--- src/rtl/life_gen_engine.sv ---
// Game-of-Life (B3/S23) generation engine on a toroidal ROWS x COLS grid.
// One row of the next generation is produced per clock; the whole grid commits in one cycle.
module life_gen_engine #(
    parameter int ROWS  = 8,
    parameter int COLS  = 8,
    parameter int GEN_W = 8,
    localparam int RW   = (ROWS > 1) ? $clog2(ROWS) : 1,
    localparam int PW   = $clog2(ROWS*COLS+1)
) (
    input  logic                 Clk,
    input  logic                 Reset,
    input  logic                 Load_En,
    input  logic [RW-1:0]        Load_Row,
    input  logic [COLS-1:0]      Load_Data,
    input  logic [GEN_W-1:0]     Gen_Target,
    input  logic                 Step_Mode,
    input  logic                 Start,
    input  logic                 Step,
    input  logic                 Ack,
    output logic [ROWS*COLS-1:0] Grid,
    output logic [GEN_W-1:0]     Gen_Count,
    output logic [PW-1:0]        Pop_Count,
    output logic                 Stable,
    output logic                 q_I,
    output logic                 q_Comp,
    output logic                 q_Pause,
    output logic                 q_Done
);

    typedef enum logic [2:0] {
        S_INIT    = 3'd0,
        S_COMPUTE = 3'd1,
        S_COMMIT  = 3'd2,
        S_PAUSE   = 3'd3,
        S_DONE    = 3'd4
    } state_t;

    state_t                 state_reg, state_next;
    logic [ROWS*COLS-1:0]   grid_reg;
    logic [ROWS*COLS-1:0]   next_reg;
    logic [GEN_W-1:0]       gen_count_reg;
    logic [PW-1:0]          pop_count_reg;
    logic [PW-1:0]          pop_acc_reg;
    logic                   stable_reg;
    logic [RW-1:0]          row_idx_reg;

    logic [RW-1:0]          row_up, row_dn;
    logic [COLS-1:0]        row_above, row_cur, row_below, row_new;
    logic [PW-1:0]          row_pop;
    logic [GEN_W-1:0]       gen_inc;
    logic                   last_row;
    logic                   grid_same;

    // Toroidal neighbour rows of the row currently being computed.
    always_comb begin
        row_up = (row_idx_reg == '0) ? RW'(ROWS-1) : row_idx_reg - 1'b1;
        row_dn = (row_idx_reg == RW'(ROWS-1)) ? '0 : row_idx_reg + 1'b1;
    end

    assign row_above = grid_reg[row_up*COLS +: COLS];
    assign row_cur   = grid_reg[row_idx_reg*COLS +: COLS];
    assign row_below = grid_reg[row_dn*COLS +: COLS];
    assign last_row  = (row_idx_reg == RW'(ROWS-1));
    assign gen_inc   = gen_count_reg + GEN_W'(1);
    assign grid_same = (next_reg == grid_reg);

    genvar gi;
    generate
        for (gi = 0; gi < COLS; gi++) begin : g_cell
            localparam int CL = (gi + COLS - 1) % COLS;
            localparam int CR = (gi + 1) % COLS;
            logic [3:0] nsum;
            assign nsum = 4'(row_above[CL]) + 4'(row_above[gi]) + 4'(row_above[CR])
                        + 4'(row_cur[CL])                       + 4'(row_cur[CR])
                        + 4'(row_below[CL]) + 4'(row_below[gi]) + 4'(row_below[CR]);
            assign row_new[gi] = (nsum == 4'd3) || (row_cur[gi] && (nsum == 4'd2));
        end
    endgenerate

    always_comb begin
        row_pop = '0;
        for (int c = 0; c < COLS; c++) begin
            row_pop = row_pop + PW'(row_new[c]);
        end
    end

    always_ff @(posedge Clk) begin
        if (Reset) begin
            state_reg <= S_INIT;
        end else begin
            state_reg <= state_next;
        end
    end

    always_comb begin
        state_next = state_reg;
        case (state_reg)
            S_INIT: begin
                if (Start && !Load_En) state_next = S_COMPUTE;
            end
            S_COMPUTE: begin
                if (last_row) state_next = S_COMMIT;
            end
            S_COMMIT: begin
                if (grid_same)
                    state_next = S_DONE;
                else if ((Gen_Target != '0) && (gen_inc == Gen_Target))
                    state_next = S_DONE;
                else if (Step_Mode)
                    state_next = S_PAUSE;
                else
                    state_next = S_COMPUTE;
            end
            S_PAUSE: begin
                if (Ack)       state_next = S_DONE;
                else if (Step) state_next = S_COMPUTE;
            end
            S_DONE: begin
                if (Ack) state_next = S_INIT;
            end
            default: state_next = S_INIT;
        endcase
    end

    always_ff @(posedge Clk) begin
        if (Reset) begin
            grid_reg      <= '0;
            next_reg      <= '0;
            gen_count_reg <= '0;
            pop_count_reg <= '0;
            pop_acc_reg   <= '0;
            stable_reg    <= 1'b0;
            row_idx_reg   <= '0;
        end else begin
            case (state_reg)
                S_INIT: begin
                    // A load in the same cycle as Start wins; the Start is dropped.
                    if (Load_En) begin
                        if (int'(Load_Row) < ROWS)
                            grid_reg[Load_Row*COLS +: COLS] <= Load_Data;
                    end else if (Start) begin
                        gen_count_reg <= '0;
                        stable_reg    <= 1'b0;
                        row_idx_reg   <= '0;
                        pop_acc_reg   <= '0;
                    end
                end
                S_COMPUTE: begin
                    next_reg[row_idx_reg*COLS +: COLS] <= row_new;
                    pop_acc_reg <= pop_acc_reg + row_pop;
                    row_idx_reg <= last_row ? '0 : row_idx_reg + 1'b1;
                end
                S_COMMIT: begin
                    grid_reg      <= next_reg;
                    gen_count_reg <= gen_inc;
                    pop_count_reg <= pop_acc_reg;
                    stable_reg    <= grid_same;
                    row_idx_reg   <= '0;
                    pop_acc_reg   <= '0;
                end
                default: ;
            endcase
        end
    end

    assign Grid      = grid_reg;
    assign Gen_Count = gen_count_reg;
    assign Pop_Count = pop_count_reg;
    assign Stable    = stable_reg;
    assign q_I       = (state_reg == S_INIT);
    assign q_Comp    = (state_reg == S_COMPUTE) || (state_reg == S_COMMIT);
    assign q_Pause   = (state_reg == S_PAUSE);
    assign q_Done    = (state_reg == S_DONE);

endmodule
--- config.mk ---
export PLATFORM = sky130hd
export DESIGN_NAME = life_gen_engine
export DESIGN_NICKNAME = d
export VERILOG_FILES = /design/src/rtl/life_gen_engine.sv
export SDC_FILE = /design/constraint.sdc
export NUM_CORES = 1
export LEC_CHECK = 0
export CELL_PAD_IN_SITES_DETAIL_PLACEMENT = 1
export CELL_PAD_IN_SITES_GLOBAL_PLACEMENT = 1
export CORE_ASPECT_RATIO = 0.8
export CORE_UTILIZATION = 25
export CTS_BUF_LIST = sky130_fd_sc_hd__clkbuf_8 sky130_fd_sc_hd__clkbuf_16
export CTS_CLUSTER_SIZE = 30
export DETAILED_ROUTE_END_ITERATION = 12
export PLACE_DENSITY = 0.57
export SLEW_MARGIN = 20
export SYNTH_ARGS = -nofsm -noshare
export SYNTH_HDL_FRONTEND = slang
export SYNTH_SLANG_ARGS = --single-unit
--- constraint.sdc ---
create_clock -name Clk -period 19.4 [get_ports Clk]
set_clock_uncertainty 0.15 [all_clocks]
set_input_delay 3.88 -clock Clk [delete_from_list [all_inputs] [get_ports Clk]]
set_output_delay 3.88 -clock Clk [all_outputs]
set_load 0.02 [all_outputs]
---- After elaboration in Yosys (flattened, before gate mapping) ----
Cells that the tools add are included.
Widths: inputs -> output; s select.
storage, ports and cells
  output and inout port bits .............. 84
  logic and storage cells ................. 170
  register bits after elaboration ......... 157
  bits of input ports ..................... 26
cells by class
  shift operators ......................... 7
  reduce and logical (&&, ||, !) cells .... 29
  $add $sub $neg .......................... 69
  eq/ne operators ......................... 30
  mux-type cells .......................... 27
operators with widths
  cell                     number
  $shiftx 64x7->8          3
  $add 4x1->4              32
  $bwmux 64                2
  $pmux 64 s2              1
  $shift 8x34->64 const A  2
  $shiftx 8x34->64         2
  $neg 6->34               2
  $eq 4x2->1 const B       16
  $eq 64x64->1             1
  $mux 64                  1
  $add 3x1->4              9
  $mux 3                   11
  $add 2x1->3              9
  $pmux 7 s3               1
  $add 1x1->2              9
  $mux 8                   2
  $pmux 8 s2               1
  $pmux 3 s5               1
  $mux 7                   2
  $logic_and 1x1->1        10
  $ne 2x2->1 const B       5
  $logic_or 1x1->1         9
  $pmux 3 s3               1
  $add 8x1->8 const B      1
  other kinds (24)         29

---- Logic depth before layout (Yosys ltp) ----
  depth after elaboration ................. 22
  depth in mapped cells ................... 35
  gate-level depth less buffers ........... 31

---- Worst setup path before layout ----
Ideal clock, no wire load.
  kind .................................... register to register
  from .................................... reg row_idx_reg[1]
  to ...................................... reg pop_acc_reg[6]
  setup slack ............................. 10988 ps
  buffers on the path ..................... 5
  cell stages (with the launch flop) ...... 32
  setup time .............................. 114 ps
  data arrival time ....................... 8147 ps
  cell sequence ........................... dfxtp_1 clkbuf_1 buf_2 inv_1 ha_1 clkbuf_1 buf_1 mux4_2 nand2_1 o21ai_0 fa_1 fa_1 fa_1 ha_1 fa_1 o21ai_0 o211a_1 clkbuf_1 inv_1 fa_1 inv_1 fa_1 fa_1 fa_1 inv_1 fa_1 nor2b_1 o21ai_0 a21oi_1 nand3_1 xor2_1 nor2_1
between the ends
  longest elaborated chain between the ends .. 22
RTL lines
  what                                            line  text
  start: declaration                              45    logic [RW-1:0] row_idx_reg;
  start signal: assignment                        151   row_idx_reg <= last_row ? '0 : row_idx_reg + 1'b1;
  $sub 3x1->3 or $logic_not 3->1 (tied branches)  56    row_up = (row_idx_reg == '0) ? RW'(ROWS-1) : row_idx_reg - 1'b1;
  $mux 3                                          56
  $shiftx 64x7->8                                 60    assign row_above = grid_reg[row_up*COLS +: COLS];
  $add 1x1->2                                     73    assign nsum = 4'(row_above[CL]) + 4'(row_above[gi]) + 4'(row_above[CR])
  $add 2x1->3                                     73
  $add 3x1->4                                     74    + 4'(row_cur[CL]) + 4'(row_cur[CR])
  $add 4x1->4                                     74
  $add 4x1->4 (3 in series)                       75    + 4'(row_below[CL]) + 4'(row_below[gi]) + 4'(row_below[CR]);
  [4 not listed]                                  -
  $add 2x1->3                                     83    row_pop = row_pop + PW'(row_new[c]);
  $add 3x1->4                                     83
  $add 4x1->5                                     83
  $add 5x1->6                                     83
  $add 6x1->7                                     83
  $add 7x1->7 *                                   83
  $add 7x7->7 *                                   150   pop_acc_reg <= pop_acc_reg + row_pop;
  $pmux 7 s3 *                                    135   case (state_reg)
  end signal: assignment                          150
  end: declaration                                43    logic [PW-1:0] pop_acc_reg;
Mark *: on every way between the ends. The rest lies on a longest branch, timed or not.
A chain may end at the register's enable or synchronous reset.

---- Worst setup path in the final report ----
Ends and elaborated chain as after synthesis.

==> results.yml <==
synth:
  netlist_top_cells_area: "dfxtp_1, fa_1, mux4_2"
  synth_top_area_cell: "dfxtp_1"
  synth_top_area_share_pct: 30.6
  ys_seq_area_share_pct: 30.6
  syn_nets: 1226
  yosysWarnings: 0
  ys_types: 56
  synthArstFlopShare_pct: 0
  syn_area_sq_um: 10300
  post-synth-top-count-cell: "nor2_1"
  synthCells: 1123
  ys_top_cells_by_count: "nor2_1, dfxtp_1, nand2_1, a22oi_1, xor2_1"
  synthFlopType: "dfxtp_1"
  synth_edf_count: 0
  avgSynthCellArea_sq_um: 9.14
  ys_ff_latch: 157
status:
  status: "finished, final reports clean"
sta:
  hold_viol: 0
  setup_slack_ns: 10.20
  rsz0062_at_grt: "no"
  tns_ns: 0
  max_clock_freq_ghz: 0.109
  fin_crit_sh_pct: 47.4
  worst_slew_pin_slew_ns: 1.09
  setup_violations: 0
  drv_slew: 0
  maxSlewHeadroom_pct: 26.5
  period_needed_ns: 9.20
clocking:
  cts_buffer_depth: 2
  cts_tree: "yes"
  clock_latency_ns: 0.44
  postCtsSetupRepairBufs: 0
  numCtsBuffers: 17
  cts_resized: 0
  clkTransAtPathRegs_ns: 0.07
  cts.hold.buffers_added: 0
  cts_max_level: 4
  root_buffer: "clkbuf_16"
  cts.sinks: 157
power_and_ir_drop:
  p_switching_w: 0.000218
  swShare_pct: 27.1
  power_frac_seq_pct: 41.6
  max-vdd-ir-drop_mv: 0.0645
  power_density_nw_per_um2: 64.5
  p_leak_nw: 5.23
  p_comb_share_pct: 12.4
  power.total_w: 0.000804
  p_int_w: 0.000586
  p_clk_share_pct: 46.1
grt:
  grt_max_degree: 80
  grt_pass1_vias: 9246
  globalRouteOverflowTotal: 0
  antenna_found_initial: 2
  track_usage_pct: 20.2
  grt_pass1_wl_mm: 62.8
placed_design:
  dpl.hpwl_mm: 31.9
  place.gp.congestion: 0.913
  dp_cells: 1715
  dpl_worst_slack_ns: 10.21
  port_buffers: 109
critical_path:
  r2r_setup_slack_ns: 10.20
  crit_path_start_kind: "flop"
  arrival_ns: 9.39
  reg2regPathDepth: 27
  cp-end-kind: "flop"
  r2r-start: "row_idx_reg[1]$_SDFFE_PP0P_"
  worstSetupPathType: "reg -> reg"
  crit_required_ns: 19.59
  r2r_end: "pop_acc_reg[6]$_SDFFE_PP0P_"
  path_max_fanout: 21
layout:
  area_growth_syn_to_layout_pct: 21.5
  multi_input_area_sq_um: 6650
  fillers: 4581
  drive_above_1_share_pct: 9.33
  diodes: 0
  fin_nets: 1301
  regArea_sq_um: 3140
  fin_cells: 1747
die:
  die-area_sq_um: 41900
  design.core.area_sq_um: 39900
  start_util_pct: 25.7
  rows: 65
  die_h_um: 183
  fp.dieW_um: 228
  pin_count: 110
routing:
  dr_total_vias: 9210
  post_drt_wl_per_cell_um: 24.0
  dr.pass1.iters: 5
  routed_wl_mm: 42.0
  via_per_inst: 5.27
  ant_nets: 0
  first_iter_violations: 952
  drc: 0
hold_path:
  hold_depth: 2
  hold_class: "reg -> reg"
  hold_end: "Pop_Count[6]$_SDFFE_PP0P_"
  min_from: "Pop_Count[6]$_SDFFE_PP0P_"
run:
  max_cap_violations: 0
## per-layer routing
metal  global-route usage, %  up-vias  wire (um)
met5                       0        -          0
met3                    2.72       37       2410
met1                    29.2     4700      20100
li1                        -     4163          -
met2                    31.7      310      18900
met4                    4.67        0        586
## cell usage in the layout, fill, tap and decap left out, types with 10 or more instances in the layout
| master | synthesis | final |
|---|---|---|
| nor2_1 | 170 | 170 |
| dfxtp_1 | 157 | 156 |
| clkdlybuf4s50_1 | 0 | 108 |
| nand2_1 | 101 | 101 |
| a22oi_1 | 83 | 83 |
| xor2_1 | 71 | 71 |
| a21oi_1 | 53 | 53 |
| mux2i_1 | 48 | 48 |
| inv_1 | 45 | 47 |
| ha_1 | 40 | 40 |
| fa_1 | 37 | 37 |
| mux4_2 | 32 | 32 |
| o21ai_0 | 31 | 31 |
| nand3_1 | 25 | 25 |
| nor4_1 | 20 | 20 |
| clkbuf_16 | 0 | 17 |
| mux2_2 | 15 | 15 |
| buf_4 | 4 | 15 |
| a221oi_2 | 12 | 12 |
| a221oi_1 | 12 | 12 |
| a211oi_1 | 11 | 11 |
| xnor2_1 | 10 | 10 |
## area by class of cell
type	count	area share, %
clock buffer	19	3.63
tap	536	5.38
sequential	157	25.2
multi-input combinational	853	53.3
inverter	46	1.38
timing repair buffer	123	9.57
clock inverter	13	1.48
## power groups by stage
stage | sequential [W] | combinational (W) | clock (W)
after floorplan | 0.000339 | 0.0000616 | 0
after detailed placement | 0.000342 | 0.0000994 | 0
after CTS | 0.000334 | 0.0000998 | 0.000377
final | 0.000334 | 0.0000995 | 0.000370
after global placement | 0.000342 | 0.0000981 | 0
after global routing | 0.000335 | 0.000108 | 0.000390
## worst max-delay path by stage
stage          slack (ns)  cells past startpoint                         from                          end
3_3_place_gp        10.39                     27  row_idx_reg[1]$_SDFFE_PP0P_  pop_acc_reg[6]$_SDFFE_PP0P_
2_1_floorplan       10.99                     31  row_idx_reg[1]$_SDFFE_PP0P_  pop_acc_reg[6]$_SDFFE_PP0P_
3_5_place_dp        10.21                     27  row_idx_reg[1]$_SDFFE_PP0P_  pop_acc_reg[6]$_SDFFE_PP0P_
4_1_cts             10.20                     27  row_idx_reg[1]$_SDFFE_PP0P_  pop_acc_reg[6]$_SDFFE_PP0P_
5_1_grt              9.72                     29  row_idx_reg[1]$_SDFFE_PP0P_  pop_acc_reg[6]$_SDFFE_PP0P_
6_report            10.20                     27  row_idx_reg[1]$_SDFFE_PP0P_  pop_acc_reg[6]$_SDFFE_PP0P_
## kinds of logic after synthesis
kind of cell	after synthesis	synth area share, %
compound gates	236	16.6
xor+xnor	81	6.91
fa+ha+maj	77	12.1
buf+inv	113	4.61
flops	157	30.6
mux	95	13.4
simple gates	364	15.8
## worst max-delay path, cell delays in order, from the launching register on
cell and delay [ns]:
dfxtp_1 0.96, inv_1 0.20, ha_1 0.92, nor2b_1 0.78, mux2i_1 0.16, a221o_1 0.38, o21a_1 0.20, fa_1 0.50
inv_1 0.05, fa_1 0.44, ha_1 0.22, fa_1 0.39, o21ai_0 0.19, o211a_1 0.48, inv_1 0.11, fa_1 0.49
inv_1 0.05, fa_1 0.46, fa_1 0.55, fa_1 0.19, inv_1 0.06, fa_1 0.40, nor2b_1 0.13, o21ai_0 0.08
a21oi_1 0.22, nand3_1 0.12, xor2_1 0.14, nor2_1 0.05
## per-stage QoR
| stage | instance area (sq um) | hold WS [ns] | util [%] |
|---|---|---|---|
| 2_1_floorplan | 10300 | 0.294 | - |
| 3_3_place_gp | 11800 | 0.295 | 29.6 |
| 3_5_place_dp | 11800 | 0.305 | 29.6 |
| 4_1_cts | 12500 | 0.315 | 31.2 |
| 5_1_grt | 12500 | 0.335 | 31.2 |
| 6_report | 12500 | 0.312 | 31.2 |
No activity file was read; power rests on OpenSTA's default activity.
